[src/rtl/add8_share_sched_pkg.sv]
// Shared opcodes and sequencer state encoding for the shared-adder scheduler.
package add8_share_sched_pkg;

  localparam logic [1:0] OP_ADD     = 2'b00;
  localparam logic [1:0] OP_SUB     = 2'b01;
  localparam logic [1:0] OP_TWO_OPS = 2'b10;
  localparam logic [1:0] OP_RSVD    = 2'b11;

  typedef enum logic [1:0] {
    IDLE  = 2'd0,
    EXEC1 = 2'd1,
    EXEC2 = 2'd2,
    RESP  = 2'd3
  } state_t;

endpackage

[src/rtl/add8_share_sched_add_cin_unit.sv]
// Single WIDTH-bit adder with carry-in; carry-out is dropped.
module add_cin_unit #(
  parameter int WIDTH = 8
) (
  input  logic [WIDTH-1:0] I0,
  input  logic [WIDTH-1:0] I1,
  input  logic             CIN,
  output logic [WIDTH-1:0] O
);

  assign O = I0 + I1 + WIDTH'(CIN);

endmodule

[src/rtl/add8_share_sched.sv]
// Round-robin arbiter plus sequencer that time-shares one carry-in adder
// between NREQ requesters (ADD, SUB, and two-pass TWO_OPS).
module add8_share_sched
  import add8_share_sched_pkg::*;
#(
  parameter  int WIDTH = 8,
  parameter  int NREQ  = 2,
  localparam int IDW   = (NREQ > 1) ? $clog2(NREQ) : 1
) (
  input  logic                  CLK,
  input  logic                  RESET,
  input  logic [NREQ-1:0]       req_valid,
  output logic [NREQ-1:0]       req_ready,
  input  logic [2*NREQ-1:0]     req_op,
  input  logic [WIDTH*NREQ-1:0] req_I0,
  input  logic [WIDTH*NREQ-1:0] req_I1,
  output logic                  rsp_valid,
  input  logic                  rsp_ready,
  output logic [IDW-1:0]        rsp_id,
  output logic [WIDTH-1:0]      rsp_O,
  output state_t                state_dbg
);

  // Handshakes: a transfer happens on a rising CLK edge where valid and ready
  // are both high. req_ready is one-hot (or zero) and only asserted in IDLE;
  // rsp_O/rsp_id hold steady while rsp_valid waits for rsp_ready.

  state_t           state, state_next;
  logic [IDW-1:0]   last_grant;
  logic [IDW-1:0]   grant_idx;
  logic [IDW-1:0]   cand;
  logic             grant_found;
  logic             accept;

  logic [WIDTH-1:0] a_q, b_q, acc;
  logic [1:0]       op_q;
  logic [IDW-1:0]   id_q;

  logic [WIDTH-1:0] add_i0, add_i1, add_o;
  logic             add_cin;

  // Upward search starting just after the last winner, wrapping around.
  always_comb begin
    grant_found = 1'b0;
    grant_idx   = '0;
    cand        = '0;
    for (int i = 1; i <= NREQ; i++) begin
      cand = IDW'((int'(last_grant) + i) % NREQ);
      if (!grant_found && req_valid[cand]) begin
        grant_found = 1'b1;
        grant_idx   = cand;
      end
    end
  end

  assign accept = (state == IDLE) && grant_found && !RESET;

  always_comb begin
    req_ready = '0;
    if (accept) req_ready[grant_idx] = 1'b1;
  end

  always_comb begin
    state_next = state;
    case (state)
      IDLE:    if (grant_found) state_next = EXEC1;
      EXEC1:   state_next = (op_q == OP_TWO_OPS) ? EXEC2 : RESP;
      EXEC2:   state_next = RESP;
      RESP:    if (rsp_ready) state_next = IDLE;
      default: state_next = IDLE;
    endcase
  end

  // Adder input mux; subtraction is a + ~b + 1. Reserved opcode falls into ADD.
  always_comb begin
    add_i0  = '0;
    add_i1  = '0;
    add_cin = 1'b0;
    case (state)
      EXEC1: begin
        add_i0  = a_q;
        add_i1  = (op_q == OP_SUB) ? ~b_q : b_q;
        add_cin = (op_q == OP_SUB);
      end
      EXEC2: begin
        add_i0  = acc;
        add_i1  = ~a_q;
        add_cin = 1'b1;
      end
      default: ;
    endcase
  end

  add_cin_unit #(.WIDTH(WIDTH)) u_add (
    .I0  (add_i0),
    .I1  (add_i1),
    .CIN (add_cin),
    .O   (add_o)
  );

  always_ff @(posedge CLK) begin
    if (RESET) begin
      state      <= IDLE;
      last_grant <= IDW'(NREQ - 1);
      a_q        <= '0;
      b_q        <= '0;
      op_q       <= OP_ADD;
      id_q       <= '0;
      acc        <= '0;
    end else begin
      state <= state_next;
      if (accept) begin
        a_q        <= req_I0[int'(grant_idx)*WIDTH +: WIDTH];
        b_q        <= req_I1[int'(grant_idx)*WIDTH +: WIDTH];
        op_q       <= req_op[int'(grant_idx)*2 +: 2];
        id_q       <= grant_idx;
        last_grant <= grant_idx;
      end
      if (state == EXEC1 || state == EXEC2) acc <= add_o;
    end
  end

  assign rsp_valid = (state == RESP);
  assign rsp_O     = acc;
  assign rsp_id    = id_q;
  assign state_dbg = state;

endmodule

[config.mk]
export PLATFORM = sky130hd
export DESIGN_NAME = add8_share_sched
export DESIGN_NICKNAME = d
export VERILOG_FILES = /design/src/rtl/add8_share_sched_pkg.sv /design/src/rtl/add8_share_sched_add_cin_unit.sv /design/src/rtl/add8_share_sched.sv
export SDC_FILE = /design/constraint.sdc
export NUM_CORES = 1
export LEC_CHECK = 0
export ABC_AREA = 1
export CAP_MARGIN = 20
export CORE_ASPECT_RATIO = 0.75
export CORE_UTILIZATION = 45
export CTS_BUF_LIST = sky130_fd_sc_hd__clkbuf_8 sky130_fd_sc_hd__clkbuf_16
export DETAILED_ROUTE_END_ITERATION = 8
export GPL_TIMING_DRIVEN = 1
export MAX_ROUTING_LAYER = met4
export PLACE_DENSITY_LB_ADDON = 0.25
export SLEW_MARGIN = 5
export SYNTH_ARGS = -nofsm -noshare
export SYNTH_HDL_FRONTEND = slang
export SYNTH_SLANG_ARGS = --single-unit
[constraint.sdc]
create_clock -name CLK -period 3.05 [get_ports CLK]
set_clock_uncertainty 0.05 [all_clocks]
set_input_delay 0.915 -clock CLK [delete_from_list [all_inputs] [get_ports CLK]]
set_output_delay 0.915 -clock CLK [all_outputs]
set_load 0.03 [all_outputs]
## Word-level counts from Yosys, hierarchy flattened

Index checks and enable logic that the tools add are counted.

| storage, ports and cells | value |
|---|---|
| output and inout port bits | 14 |
| word-level logic and storage cells | 55 |
| RAM bits | 0 |
| input bits | 41 |
| memories kept | 0 |
| ROM bits | 0 |
| flip-flop bits (word level) | 30 |
| bits in latches | 0 |

| operators by class | value |
|---|---|
| reductions and logical operators | 9 |
| bitwise gates (word level) | 2 |
| shift-type cells | 3 |
| muxes and demuxes | 19 |
| div/mod/pow operators | 0 |
| order comparisons | 4 |
| multipliers | 0 |
| equality and inequality tests | 7 |
| add/subtract/negate cells | 4 |

Operators with widths:

| cell | count |
|---|---|
| 8-bit one-hot mux with 2 select lines | 2 |
| 16-bit by 5-bit indexed part select with 8-bit output | 2 |
| 8-bit inverter | 2 |
| 1-bit 2-to-1 mux | 10 |
| 8-bit by 1-bit adder with 8-bit output | 1 |
| 8-bit adder | 1 |
| 8-bit 2-to-1 mux | 1 |
| 2-bit one-hot mux with 4 select lines | 1 |
| 2-bit == test, second input constant | 3 |
| 1-bit by 2-bit < comparator with 1-bit output, second input constant | 3 |
| 2-bit 2-to-1 mux | 3 |
| 2-bit by 1-bit == test with 1-bit output, second input constant | 2 |
| 1-bit logical AND | 4 |
| 4-bit by 3-bit indexed part select with 2-bit output | 1 |
| 1-bit adder, second input constant | 2 |
| 1-bit logical NOT | 2 |
| 2-bit logical NOT | 1 |
| 2-bit by 1-bit != test with 1-bit output, second input constant | 1 |
| 2-bit != test, second input constant | 1 |
| 1-bit one-hot mux with 2 select lines | 1 |
| 2-bit AND reduction | 1 |
| 1-bit demux with 1-bit select | 1 |
| 1-bit >= comparator, second input constant | 1 |
| 1-bit logical OR | 1 |

## Longest topological paths before layout

| depth | value |
|---|---|
| depth in word-level cells | 12 |
| mapped depth | 17 |
| depth with buffers taken out | 16 |

## Modules after synthesis

From an unflattened synthesis, not the netlist that was laid out.

| unflattened totals | value |
|---|---|
| cells, all modules | 356 |
| area, all modules | 2263.4 µm² |

By module, submodules not included:

| module | cells an instance | sequential area each (µm²) | area each (µm²) | instances |
|---|---|---|---|---|
| add8_share_sched | 296 | 600.6 | 1881.8 | 1 |
| add_cin_unit | 60 | 0.0 | 381.6 | 1 |

## Worst setup path after synthesis

Ideal clock, no wire load.

| path | value |
|---|---|
| kind | flip-flop to flip-flop |
| start point | register state[0], in the netlist state_dbg[0] |
| end point | register acc[6], in the netlist rsp_O[6] |
| required time | 2885 ps |
| data arrival time | 3084 ps |
| period minus slack after synthesis | 3250 ps |
| setup time | 115 ps |
| path buffers | 2 |
| stages on the path, launching flop included | 14 |
| path slack | -200 ps |
| cell sequence | dfxtp_1 > inv_1 > ha_1 > clkbuf_1 > clkbuf_1 > nand2_1 > fa_1 > fa_1 > o21ai_0 > nand2_1 > nand3_1 > nand2_1 > o21ai_0 > inv_1 |

| on the way | value |
|---|---|
| cells in the longest elaborated chain, start to end | 4 |
| elaborated cells on any way between the ends | 8 |
| those cells by class | add/sub: 2; eq/ne: 2; mux: 3; reduce/logical: 1 |

RTL lines:

| item | line | source |
|---|---|---|
| start: declaration | add8_share_sched.sv:28 | `state_t state, state_next;` |
| start signal: assignment | add8_share_sched.sv:111 | `state <= state_next;` |
| 2-bit == test or 2-bit by 1-bit == test with 1-bit output (tied branches) | add8_share_sched.sv:79, add8_share_sched.sv:119 |  |
| 8-bit one-hot mux with 2 select lines | add8_share_sched.sv:79 | `case (state)` |
| 8-bit adder | add8_share_sched_add_cin_unit.sv:11 | `assign O = I0 + I1 + WIDTH'(CIN);` |
| 8-bit by 1-bit adder with 8-bit output | add8_share_sched_add_cin_unit.sv:11 |  |
| end signal: assignment | add8_share_sched.sv:119 | `if (state == EXEC1 \|\| state == EXEC2) acc <= add_o;` |
| end: declaration | add8_share_sched.sv:35 | `logic [WIDTH-1:0] a_q, b_q, acc;` |

Parallel ways exist; a longest one is shown, timed or not.
A chain may end at the register's enable or synchronous reset.

## Final worst setup path

| path | value |
|---|---|
| start point | input port req_valid[1] |
| end point | output port req_ready[1] |

| on the way | value |
|---|---|
| cells in the longest elaborated chain, start to end | 11 |
| elaborated cells on any way between the ends | 18 |
| those cells by class | order compare: 2; mux: 11; reduce/logical: 5 |

RTL lines:

| item | line | source |
|---|---|---|
| start: declaration | add8_share_sched.sv:12 | `input logic [NREQ-1:0] req_valid,` |
| 1-bit 2-to-1 mux (implied by the code) (2 in a row) | add8_share_sched.sv:49 | `if (!grant_found && req_valid[cand]) begin` |
| 1-bit 2-to-1 mux | add8_share_sched.sv:49 |  |
| 1-bit logical NOT | add8_share_sched.sv:49 |  |
| 1-bit logical AND | add8_share_sched.sv:49 |  |
| 1-bit 2-to-1 mux | add8_share_sched.sv:49 |  |
| 1-bit by 2-bit < comparator with 1-bit output (implied by the code) or 1-bit >= comparator (tied branches) | add8_share_sched.sv:60 | `if (accept) req_ready[grant_idx] = 1'b1;` |
| 1-bit logical AND (implied by the code) | add8_share_sched.sv:60 |  |
| 1-bit 2-to-1 mux (implied by the code) | add8_share_sched.sv:60 |  |
| 1-bit demux with 1-bit select | add8_share_sched.sv:60 |  |
| 2-bit 2-to-1 mux * | add8_share_sched.sv:60 |  |
| end: declaration | add8_share_sched.sv:13 | `output logic [NREQ-1:0] req_ready,` |

Every way passes the cells marked *; elsewhere a longest branch is shown, timed or not. The select of a mux whose other input is x is not followed.

==> results.yml <==
run_status:
  status: "finished, violations left"
  violations: "DRC"
cts:
  clk_latency_ps: 280
  clk_pin_slew_ps: 70
  cts_tree: "built"
  htreeDepth: 2
  numCtsBuffers: 5
  cts.sinks: 30
  root_buffer: "clkbuf_8"
  clk_path_buf_depth: 2
  post-cts-setup-buffers: 0
synthesis:
  synth_edf_count: 0
  syn-instance-count: 305
  synth-main-ff-cell: "dfxtp_1"
  yosys-top-cells-area: "dfxtp_1, nand2_1, a21oi_2"
  ys_seq_elements: 30
  netlist_area_sq_mm: 0.00227
  synth_common_cells: "nand2_1, inv_1, dfxtp_1, a21oi_1"
  syn_nets: 360
  syn_area_per_cell_sq_um: 7.46
  synth_top_cell_by_area: "dfxtp_1"
  yosysSeqAreaShare: 0.264
  yosysWarnings: 0
  async_flop_share: 0
  synth.most_common_cell: "nand2_1"
  synth_top_cell_area_share: 0.264
  synth_cell_types: 33
drt:
  final_antenna_net_count: 0
  routedWlPerCell_um: 11.5
  first_iter_violations: 94
  viasPerCell: 4.93
  routed_wl_um: 4900
  vias: 2107
  route.detailed.drc: 10
  first_pass_iters: 6
setup_path:
  r2r_cells: 13
  startpoint_type: "primary input"
  r2r-start: "state_dbg[0]"
  cp.required_ps: 2080
  crit_arrival_ps: 2000
  r2r_end: "rsp_O[6]"
  ff2ff_setup_slack_ps: 290
  crit_fanout: 4
  critPathKind: "primary input to primary output"
  endpoint_kind: "primary output"
sta:
  worst_pin_slew_ps: 360
  slew_viol_final: 0
  layout_min_cycle_time_ps: 2970
  tns_ps: 0
  hold_violations: 0
  relSlewSlack: 0.760
  rsz0062_at_grt: "no"
  fmax_mhz: 337
  setup_viol: 0
  min_period_over_period: 0.974
pwr:
  vdd_drop_max_uv: 353
  design_power_total_w: 0.00225
  p_leak_nw: 1.32
  power-per-cell-area_mw_per_mm2: 755
min_path:
  hold_path_startpoint: "rsp_id"
  min_to: "rsp_id"
  whs_path_depth: 2
  hold_path.class: "flop to flop"
global_route:
  grt_max_degree: 25
  antenna_found_initial: 0
  grt_pass1_wl_um: 8720
  grt_pass1_vias: 2027
  grt.total_usage: 0.206
  grt_overflow: 0
cells_and_area:
  drive_gt1_frac: 0.207
  nets: 421
  area_growth_pct: 31.2
  antennaDiodeCount: 0
place:
  place_hpwl_um: 3890
  gp_congestion: 0.852
  portBuffers: 54
floorplanning:
  initial_core_util: 0.467
  die_y_um: 63.6
  die_width_um: 84.1
  coreArea_sq_mm: 0.00487
  rows: 22
  die_area_sq_mm: 0.00535
  ioPinCount: 55
run:
  maxCapViolations: 0
## power breakdown
part | switching (W) | internal, W
Clock | 0.000146 | 0.000178
Sequential | 0.0000818 | 0.000494
Combinational | 0.000783 | 0.000570
Total | 0.00101 | 0.00124
## metal layers
layer  global-route usage  vias up  routed length (um)
met5                    -        -                   0
met4               0.0323        0                  27
met3               0.0524        4                 242
met2                0.335       50                2150
met1                0.263      947                2480
li1                     -     1106                   -
## what timing repair did
action / CTS / global route
setup endpoints to repair: 0 / 3
resized for setup: 0 / 6
hold buffers: 0 / 0
## cells in the final DEF, fill, tap and decap left out, drive strengths merged
master         Yosys  layout
dlymetal6s2s       0       1
a22o               1       1
clkdlybuf4s50      0      51
and2               1       1
a21o               1       1
dfxtp             30      30
inv               40      41
nand3             14      14
fa                 2       2
xor2               2       2
mux2              18      18
ha                12      12
o211ai             1       1
o21a               5       5
o21ai             19      19
o22ai              2       2
xnor2              1       1
clkbuf             2       6
a21oi             37      37
o21bai             1       1
or2                1       1
nand2             86      86
nor2              19      19
buf               10      14
clkinv             0       1
## cell families (layout without fill, tap and decap cells)
family,Yosys count,after routing,synth area share
AO/OA/AOI/OAI,67,67,0.189
XOR/XNOR,3,3,0.0116
adder cells (fa/ha/maj),14,14,0.0836
buffers and inverters,52,114,0.112
flip-flops,30,30,0.264
multiplexers,18,18,0.104
AND/OR/NAND/NOR,121,121,0.237
## through the flow
stage | cells | utilization | instance area [sq um] | hold WS (ps) | worst slack, ps
final | 427 | 0.613 | 2990 | 428 | 80.3
after global routing | 427 | 0.613 | 2990 | 461 | 0.152
after global placement | 419 | 0.591 | 2880 | 418 | 31.1
after detailed placement | 419 | 0.591 | 2880 | 417 | 10.5
after floorplan | 305 | - | 2280 | 405 | 68.3
after CTS | 427 | 0.610 | 2970 | 428 | 2.97
## layout make-up
class	count	area, sq um
multi-input combinational	223	1430
clock inverter	2	8.76
clock buffer	6	82.6
timing repair buffer	66	636
inverter	40	155
fill	443	1890
sequential	30	603
tap	60	75.1
## registers in the layout, summed over array words and instances, names as in the netlist
register and flops:
rsp_id 1, b_q 8, a_q 8, state_dbg 2, rsp_O 8, last_grant 1, op_q 2
## worst max-delay path by stage
stage / from / slack (ps) / endpoint / cells after the start
4_1_cts: req_valid[0] / 3 / req_ready[1] / 8
3_5_place_dp: req_valid[0] / 10 / req_ready[1] / 8
3_3_place_gp: req_valid[0] / 30 / req_ready[1] / 8
5_1_grt: req_valid[1] / 0.2 / req_ready[0] / 8
6_report: req_valid[1] / 80 / req_ready[1] / 8
2_1_floorplan: state_dbg[0] / 70 / rsp_O[6] / 13
## worst max-delay path, cell delays in order
cell	delay, ps
clkdlybuf4s50_1	480
inv_1	60
nand3_2	90
nand2_4	80
nor2_8	110
nand3_2	70
inv_1	70
buf_6	130
Power figures use the tool's default switching activity.
